--- src/rtl/gpio_spi_master.sv ---
// gpio_spi_master
//   SPI mode-0 master that turns write/read commands into 16-bit frames for
//   one of NUM_SLAVES gpio_expander slaves, and returns the frame captured
//   on miso as a one-cycle response.
//
//   Frame: [15] write(1)/read(0), [14:13] bank sel, [12:10] reg addr,
//          [9:8] 2'b00, [7:0] write data (zero on reads). MSB goes out first.
//
// Ports
//   clk, resetn              system clock, async active-low reset
//   cmd_valid / cmd_ready    command handshake (ready only in IDLE)
//   cmd_write, cmd_sel,
//   cmd_addr, cmd_wdata,
//   cmd_ss_idx               command fields, latched on accept
//   sclk, mosi, ss, miso     SPI pins (ss active low, one per slave)
//   rsp_valid                one-cycle pulse at frame end
//   rsp_frame, rsp_rdata     captured miso frame / its low byte (held)
//   rsp_err                  target index was out of range
//   busy                     controller not idle
module gpio_spi_master #(
  parameter int NUM_SLAVES = 2,
  parameter int SS_IDX_W   = 2,
  parameter int CLK_DIV    = 2,
  parameter int SS_SETUP   = 2,
  parameter int SS_HOLD    = 2,
  parameter int SS_GAP     = 2
) (
  input  logic                  clk,
  input  logic                  resetn,
  input  logic                  cmd_valid,
  output logic                  cmd_ready,
  input  logic                  cmd_write,
  input  logic [1:0]            cmd_sel,
  input  logic [2:0]            cmd_addr,
  input  logic [7:0]            cmd_wdata,
  input  logic [SS_IDX_W-1:0]   cmd_ss_idx,
  output logic                  sclk,
  output logic                  mosi,
  output logic [NUM_SLAVES-1:0] ss,
  input  logic [NUM_SLAVES-1:0] miso,
  output logic                  rsp_valid,
  output logic [15:0]           rsp_frame,
  output logic [7:0]            rsp_rdata,
  output logic                  rsp_err,
  output logic                  busy
);

  localparam int CNT_W = 16;
  localparam int IDX_N = 1 << SS_IDX_W;

  typedef enum logic [2:0] {S_IDLE, S_SETUP, S_SHIFT, S_HOLD, S_GAP} state_t;

  state_t                r_state, n_state;
  logic [CNT_W-1:0]      r_cnt, n_cnt;     // SETUP/HOLD/GAP phase counter
  logic [CNT_W-1:0]      r_div, n_div;     // clk cycles within an sclk half-period
  logic [4:0]            r_tg, n_tg;       // sclk toggles done in this frame
  logic [15:0]           r_tx, n_tx;
  logic [15:0]           r_rx, n_rx;
  logic [SS_IDX_W-1:0]   r_idx, n_idx;
  logic                  r_ok, n_ok;       // latched index is a real slave
  logic                  r_sclk, n_sclk;
  logic                  r_mosi, n_mosi;
  logic [NUM_SLAVES-1:0] r_ss, n_ss;
  logic                  r_ready, n_ready;
  logic                  r_rsp_valid, n_rsp_valid;
  logic [15:0]           r_rsp_frame, n_rsp_frame;
  logic                  r_rsp_err, n_rsp_err;

  logic                  w_cmd_ok;
  logic [NUM_SLAVES-1:0] w_cmd_sel;
  logic [IDX_N-1:0]      w_miso_pad;
  logic                  w_miso_bit;
  logic                  w_accept;

  assign w_accept = cmd_valid && r_ready;
  assign w_cmd_ok = (32'(cmd_ss_idx) < 32'(NUM_SLAVES));

  // One-hot decode of the requested slave; empty for an out-of-range index,
  // so an invalid frame is clocked with every ss left high.
  always_comb begin
    w_cmd_sel = '0;
    for (int i = 0; i < NUM_SLAVES; i++)
      if (32'(cmd_ss_idx) == 32'(i)) w_cmd_sel[i] = 1'b1;
  end

  // Pad miso out to the full index range so any latched index selects a bit.
  for (genvar g = 0; g < IDX_N; g++) begin : g_miso
    if (g < NUM_SLAVES) begin : g_real
      assign w_miso_pad[g] = miso[g];
    end else begin : g_pad
      assign w_miso_pad[g] = 1'b0;
    end
  end
  assign w_miso_bit = w_miso_pad[r_idx];

  always_ff @(posedge clk or negedge resetn) begin
    if (!resetn) begin
      r_state     <= S_IDLE;
      r_cnt       <= '0;
      r_div       <= '0;
      r_tg        <= '0;
      r_tx        <= '0;
      r_rx        <= '0;
      r_idx       <= '0;
      r_ok        <= 1'b0;
      r_sclk      <= 1'b0;
      r_mosi      <= 1'b0;
      r_ss        <= '1;
      r_ready     <= 1'b1;
      r_rsp_valid <= 1'b0;
      r_rsp_frame <= '0;
      r_rsp_err   <= 1'b0;
    end else begin
      r_state     <= n_state;
      r_cnt       <= n_cnt;
      r_div       <= n_div;
      r_tg        <= n_tg;
      r_tx        <= n_tx;
      r_rx        <= n_rx;
      r_idx       <= n_idx;
      r_ok        <= n_ok;
      r_sclk      <= n_sclk;
      r_mosi      <= n_mosi;
      r_ss        <= n_ss;
      r_ready     <= n_ready;
      r_rsp_valid <= n_rsp_valid;
      r_rsp_frame <= n_rsp_frame;
      r_rsp_err   <= n_rsp_err;
    end
  end

  always_comb begin
    n_state     = r_state;
    n_cnt       = r_cnt;
    n_div       = r_div;
    n_tg        = r_tg;
    n_tx        = r_tx;
    n_rx        = r_rx;
    n_idx       = r_idx;
    n_ok        = r_ok;
    n_sclk      = r_sclk;
    n_mosi      = r_mosi;
    n_ss        = r_ss;
    n_ready     = r_ready;
    n_rsp_valid = 1'b0;
    n_rsp_frame = r_rsp_frame;
    n_rsp_err   = r_rsp_err;

    unique case (r_state)
      S_IDLE: begin
        if (w_accept) begin
          n_state = S_SETUP;
          n_tx    = {cmd_write, cmd_sel, cmd_addr, 2'b00,
                     cmd_write ? cmd_wdata : 8'h00};
          n_idx   = cmd_ss_idx;
          n_ok    = w_cmd_ok;
          n_ss    = ~w_cmd_sel;
          n_mosi  = cmd_write;     // frame bit 15 is on the line before the first rise
          n_ready = 1'b0;
          n_sclk  = 1'b0;
          n_cnt   = '0;
          n_div   = '0;
          n_tg    = '0;
          n_rx    = '0;
        end
      end

      S_SETUP: begin
        if (r_cnt == CNT_W'(SS_SETUP - 1)) begin
          n_state = S_SHIFT;
          n_cnt   = '0;
          n_div   = '0;
        end else begin
          n_cnt = r_cnt + CNT_W'(1);
        end
      end

      // Each half-period is CLK_DIV cycles; the toggle happens on its last edge.
      S_SHIFT: begin
        if (r_div == CNT_W'(CLK_DIV - 1)) begin
          n_div  = '0;
          n_sclk = ~r_sclk;
          n_tg   = r_tg + 5'd1;
          if (!r_sclk) begin
            // Rising edge: capture the pre-edge miso level.
            if (r_ok) n_rx = {r_rx[14:0], w_miso_bit};
          end else if (r_tg == 5'd31) begin
            // 16th fall: mosi keeps its last bit through HOLD.
            n_state = S_HOLD;
            n_cnt   = '0;
          end else begin
            // Falling edge: r_tx[14] is always the next bit to present.
            n_mosi = r_tx[14];
            n_tx   = {r_tx[14:0], 1'b0};
          end
        end else begin
          n_div = r_div + CNT_W'(1);
        end
      end

      S_HOLD: begin
        if (r_cnt == CNT_W'(SS_HOLD - 1)) begin
          n_state     = S_GAP;
          n_cnt       = '0;
          n_ss        = '1;
          n_mosi      = 1'b0;
          n_rsp_valid = 1'b1;
          n_rsp_frame = r_ok ? r_rx : 16'h0000;
          n_rsp_err   = ~r_ok;
        end else begin
          n_cnt = r_cnt + CNT_W'(1);
        end
      end

      S_GAP: begin
        if (r_cnt == CNT_W'(SS_GAP - 1)) begin
          n_state = S_IDLE;
          n_cnt   = '0;
          n_ready = 1'b1;
        end else begin
          n_cnt = r_cnt + CNT_W'(1);
        end
      end

      default: n_state = S_IDLE;
    endcase
  end

  assign cmd_ready = r_ready;
  assign sclk      = r_sclk;
  assign mosi      = r_mosi;
  assign ss        = r_ss;
  assign rsp_valid = r_rsp_valid;
  assign rsp_frame = r_rsp_frame;
  assign rsp_rdata = r_rsp_frame[7:0];
  assign rsp_err   = r_rsp_err;
  assign busy      = (r_state != S_IDLE);

endmodule

--- config.mk ---
export PLATFORM = sky130hd
export DESIGN_NAME = gpio_spi_master
export DESIGN_NICKNAME = d
export VERILOG_FILES = /design/src/rtl/gpio_spi_master.sv
export SDC_FILE = /design/constraint.sdc
export NUM_CORES = 1
export LEC_CHECK = 0
export BUFFER_PORTS_ARGS = -buffer_cell sky130_fd_sc_hd__buf_4
export CAP_MARGIN = 40
export CORE_MARGIN = 2
export CORE_UTILIZATION = 43
export CTS_CLUSTER_SIZE = 30
export DETAILED_ROUTE_END_ITERATION = 6
export GPL_TIMING_DRIVEN = 0
export PLACE_DENSITY = 0.73
export SLEW_MARGIN = 20
export SYNTH_ARGS = -nofsm -noshare
export SYNTH_HDL_FRONTEND = slang
export SYNTH_SLANG_ARGS = --single-unit
--- constraint.sdc ---
create_clock -name clk -period 2.8 [get_ports clk]
set_input_delay 0.28 -clock clk [delete_from_list [all_inputs] [get_ports clk]]
set_output_delay 0.28 -clock clk [all_outputs]
set_load 0.005 [all_outputs]
==> summary.txt <==
================================================================================
Run status                                                          finished clean
Max Slew Vio Count                                                             0
Total I/O pin count                                                           53
Mapped Area                                                           4810 sq um
Maximum frequency from static timing analysis                            430 MHz
Count of cell types in the netlist                                            59
Req. time, crit path                                                     3.07 ns
Number of placement rows                                                      38
Area growth from synthesis to layout                                       17.1%
Clock Skews                                                           0.00987 ns
Number of resized instances in the post-cts repair step                        0
Number of buffers created by CTS                                               9
Y dimension of the die                                                    110 um
Category of the critical setup timing path                            reg -> reg
Mean instance size in the synthesized netlist                         9.63 sq um
Final setup vio count                                                          0
Unrepaired setup endpoints after global routing                            false
Maximum number of pins on one net before global-route repair                  63
Worst-path clk slew                                                      0.09 ns
FFs w/ async S/R, synth                                                     100%
Total iterations of the first detailed-routing run                             5
Data arrival time of the critical path                                   2.60 ns
Number of design rule violations left after detail routing                     0
Pleak                                                                 0.00269 uW
Last weighted congestion value of the routability-driven placer            0.854
Routed wire length per instance                                          15.0 um
Synthesized netlist net count                                                527
Per-cell via count in the routed design                                     5.65
Later-pin clock latency in the skew report                               0.38 ns
Number of register bits inferred by synthesis                                 97
Iteration-0 DRC count of the detailed router                                 208
Post-Syn Instances                                                           500
H-tree Lvls                                                                    3
Clock tree from TritonCTS                                                  built
Core utilization of the finished layout                                    51.8%
Clock tree buffer depth                                                        2
Area enclosed by the die boundary                                   12,100 sq um
Fin crit share                                                             83.1%
Post-detailed-placement half-perimeter wirelength                        7.45 mm
Global router's overall resource usage                                     19.0%
Yosys synthesis warning count                                                  0
Post-route minimum period                                                2.33 ns
Crit end category                                                       register
Initial standard-cell utilization of the core                              44.2%
Aggregate global routing overflow                                              0
Final number of hold-violating endpoints                                       0
Antenna violations before repair                                               0
Final routed wirelength across all metal layers                          10.7 mm
Worst hold path class                                                  in -> reg
Chip Width                                                                110 um
CP max FO                                                                     10
EDFF count, synth                                                              0
Max_slew headroom                                                          46.3%
Transition at the pin with the smallest max-transition slack            0.800 ns
Clock Sink Count                                                              97
Global-route wire length before repair                                   17.9 mm
Count of input and output buffers                                             51
NumNets Final                                                                592
Detail Route Antenna Nets                                                      0
Setup crit start kind                                                   register
Total of max-cap violations                                                    0
Number of inserted filler cells in the final layout                          987
Maximum ir drop on the vdd rail                                         0.279 mV
Via count of the routed design                                             4,011
PwrDens                                                              442 nW/um^2
Setup total negative slack                                                  0 ns
Fraction of final layout cells with drive strength greater than 1          20.7%
Sequential-to-total area share from yosys stat                             50.5%
Antenna fix cells                                                              0
Post-CTS setup buffers                                                         0
Floorplan Core Area                                                 10,900 sq um
Number of global-route vias before repair                                  3,868
Master cell of the clock root buffer                                    clkbuf_8
Most used flip-flop cell after synthesis                                 dfrtp_1
================================================================================
==> routing by layer <==
metal	GRT usage, %	part of all wire [%]	vias up
li1	-	-	1930
met4	9.13	2.1	0
met1	24.9	46	1980
met2	30.9	48	86
met3	2.73	3.8	15
met5	0	0	-
==> final timing paths <==
kind | startpoint | endpoint | slack [ns] | cells after the start
setup / recovery | r_cnt[1] | r_cnt[12] | 0.47 | 10
max in group asynchronous | resetn | ss[1] | 1.79 | 3
hold / removal | cmd_ss_idx[0] | ss[1] | 0.09 | 2
min in group asynchronous | resetn | r_div[8] | 0.35 | 2
hold reg to reg | rsp_frame[14] | rsp_frame[14] | 0.47 | 2
setup reg to reg | r_cnt[1] | r_cnt[12] | 0.47 | 10
==> power breakdown <==
part / internal [uW] / switching (uW) / leakage, uW
Sequential: 1400 / 0 / 0.00121
Clock: 508 / 514 / 0.000103
Combinational: 28.3 / 40.9 / 0.00137
Total: 1940 / 555 / 0.00269
==> through the flow <==
step / setup WS (ns) / std cells / total power [uW] / hold WS (ns) / cell area [sq um]
final: 0.473 / 710 / 2490 / 0.0914 / 5640
after global routing: 0.302 / 710 / 2580 / 0.0735 / 5640
after CTS: 0.518 / 710 / 2510 / 0.0806 / 5640
after detailed placement: 0.536 / 693 / 1500 / 0.204 / 5410
after global placement: 0.613 / 691 / 1490 / 0.457 / 5370
after floorplan: 0.865 / 500 / 1440 / -0.0156 / 4810
==> flip-flops by register name, summed over array words and instances, names as in the netlist <==
signal	cells
rsp_err	1
r_ok	1
r_idx	2
cmd_ready	1
r_rx	16
r_state	3
r_tg	5
r_div	16
r_cnt	16
rsp_frame	16
r_tx	15
mosi	1
sclk	1
ss	2
rsp_valid	1
==> cell usage after synthesis (all sizes together) (2+ instances only) <==
cell     count  area share, %
o22ai        9            1.2
a211oi       4           0.62
nand2b       6           0.78
dfrtp       94             49
mux2         4           0.94
a22o        21            3.8
and4         4           0.78
nand2       79            6.2
a41oi        2           0.36
nor2        30            2.4
nor4        10            1.9
nand4        8            1.2
a31oi        3           0.70
a2bb2oi     12            2.2
o21ai       47            5.0
a21o         8            1.2
dfstp        3            1.6
a21oi       21            2.5
mux2i        2           0.42
clkbuf       7           0.57
ha           6            1.6
nor3b        3           0.70
a32o         2           0.42
buf         28            3.8
nor3        14            1.6
inv         14            1.1
nand3       33            3.7
or2          2           0.26
and3         4           0.52
or3          9            1.2
==> critical path: stages (launching register included) <==
cell,delay (ns)
dfrtp_1,0.41
inv_1,0.08
ha_1,0.16
nor4b_1,0.31
and4_1,0.23
buf_2,0.16
or2_1,0.11
buf_2,0.19
buf_2,0.25
o21ai_0,0.12
a21o_1,0.19
==> area by class of cell <==
| cell class | count | area (sq um) | area share (%) |
|---|---|---|---|
| flip-flops and latches | 97 | 2430 | 43.1 |
| multi-input cells | 354 | 2120 | 37.6 |
| clock inverters | 6 | 92.6 | 1.64 |
| repair buffers | 54 | 429 | 7.61 |
| inverters | 14 | 52.6 | 0.932 |
| plain buffers | 35 | 211 | 3.75 |
| clock buffers | 10 | 128 | 2.26 |
| well taps | 140 | 175 | 3.11 |
==> placed cells by master (no fill, tap or decap), types with 7 or more instances in the layout <==
cell / count
nor4_1: 7
buf_2: 13
a21o_1: 8
o22ai_1: 9
clkbuf_1: 7
o21ai_0: 39
nand3_1: 32
or3_1: 9
o21ai_1: 7
a21oi_1: 19
inv_1: 14
buf_4: 61
nand4_1: 7
clkbuf_8: 9
a22o_1: 21
nor2_1: 28
nand2_1: 79
dfrtp_1: 94
nor3_1: 13
a2bb2oi_1: 12
==> cell families (layout without fill, tap and decap cells) <==
family	Yosys count	after routing	share of synthesized area [%]
flops	97	97	50.5
fa+ha+maj	6	6	1.56
simple gates	206	206	21.9
mux	6	6	1.35
compound gates	134	134	18.8
xor+xnor	2	2	0.364
buf+inv	49	119	5.48
==> repair_timing <==
action,4_1_cts,5_1_grt
endpoints found under the setup margin,0,0
hold endpoints to repair,35,0
hold buffers,1,0
(Power assumes the default switching activity.)
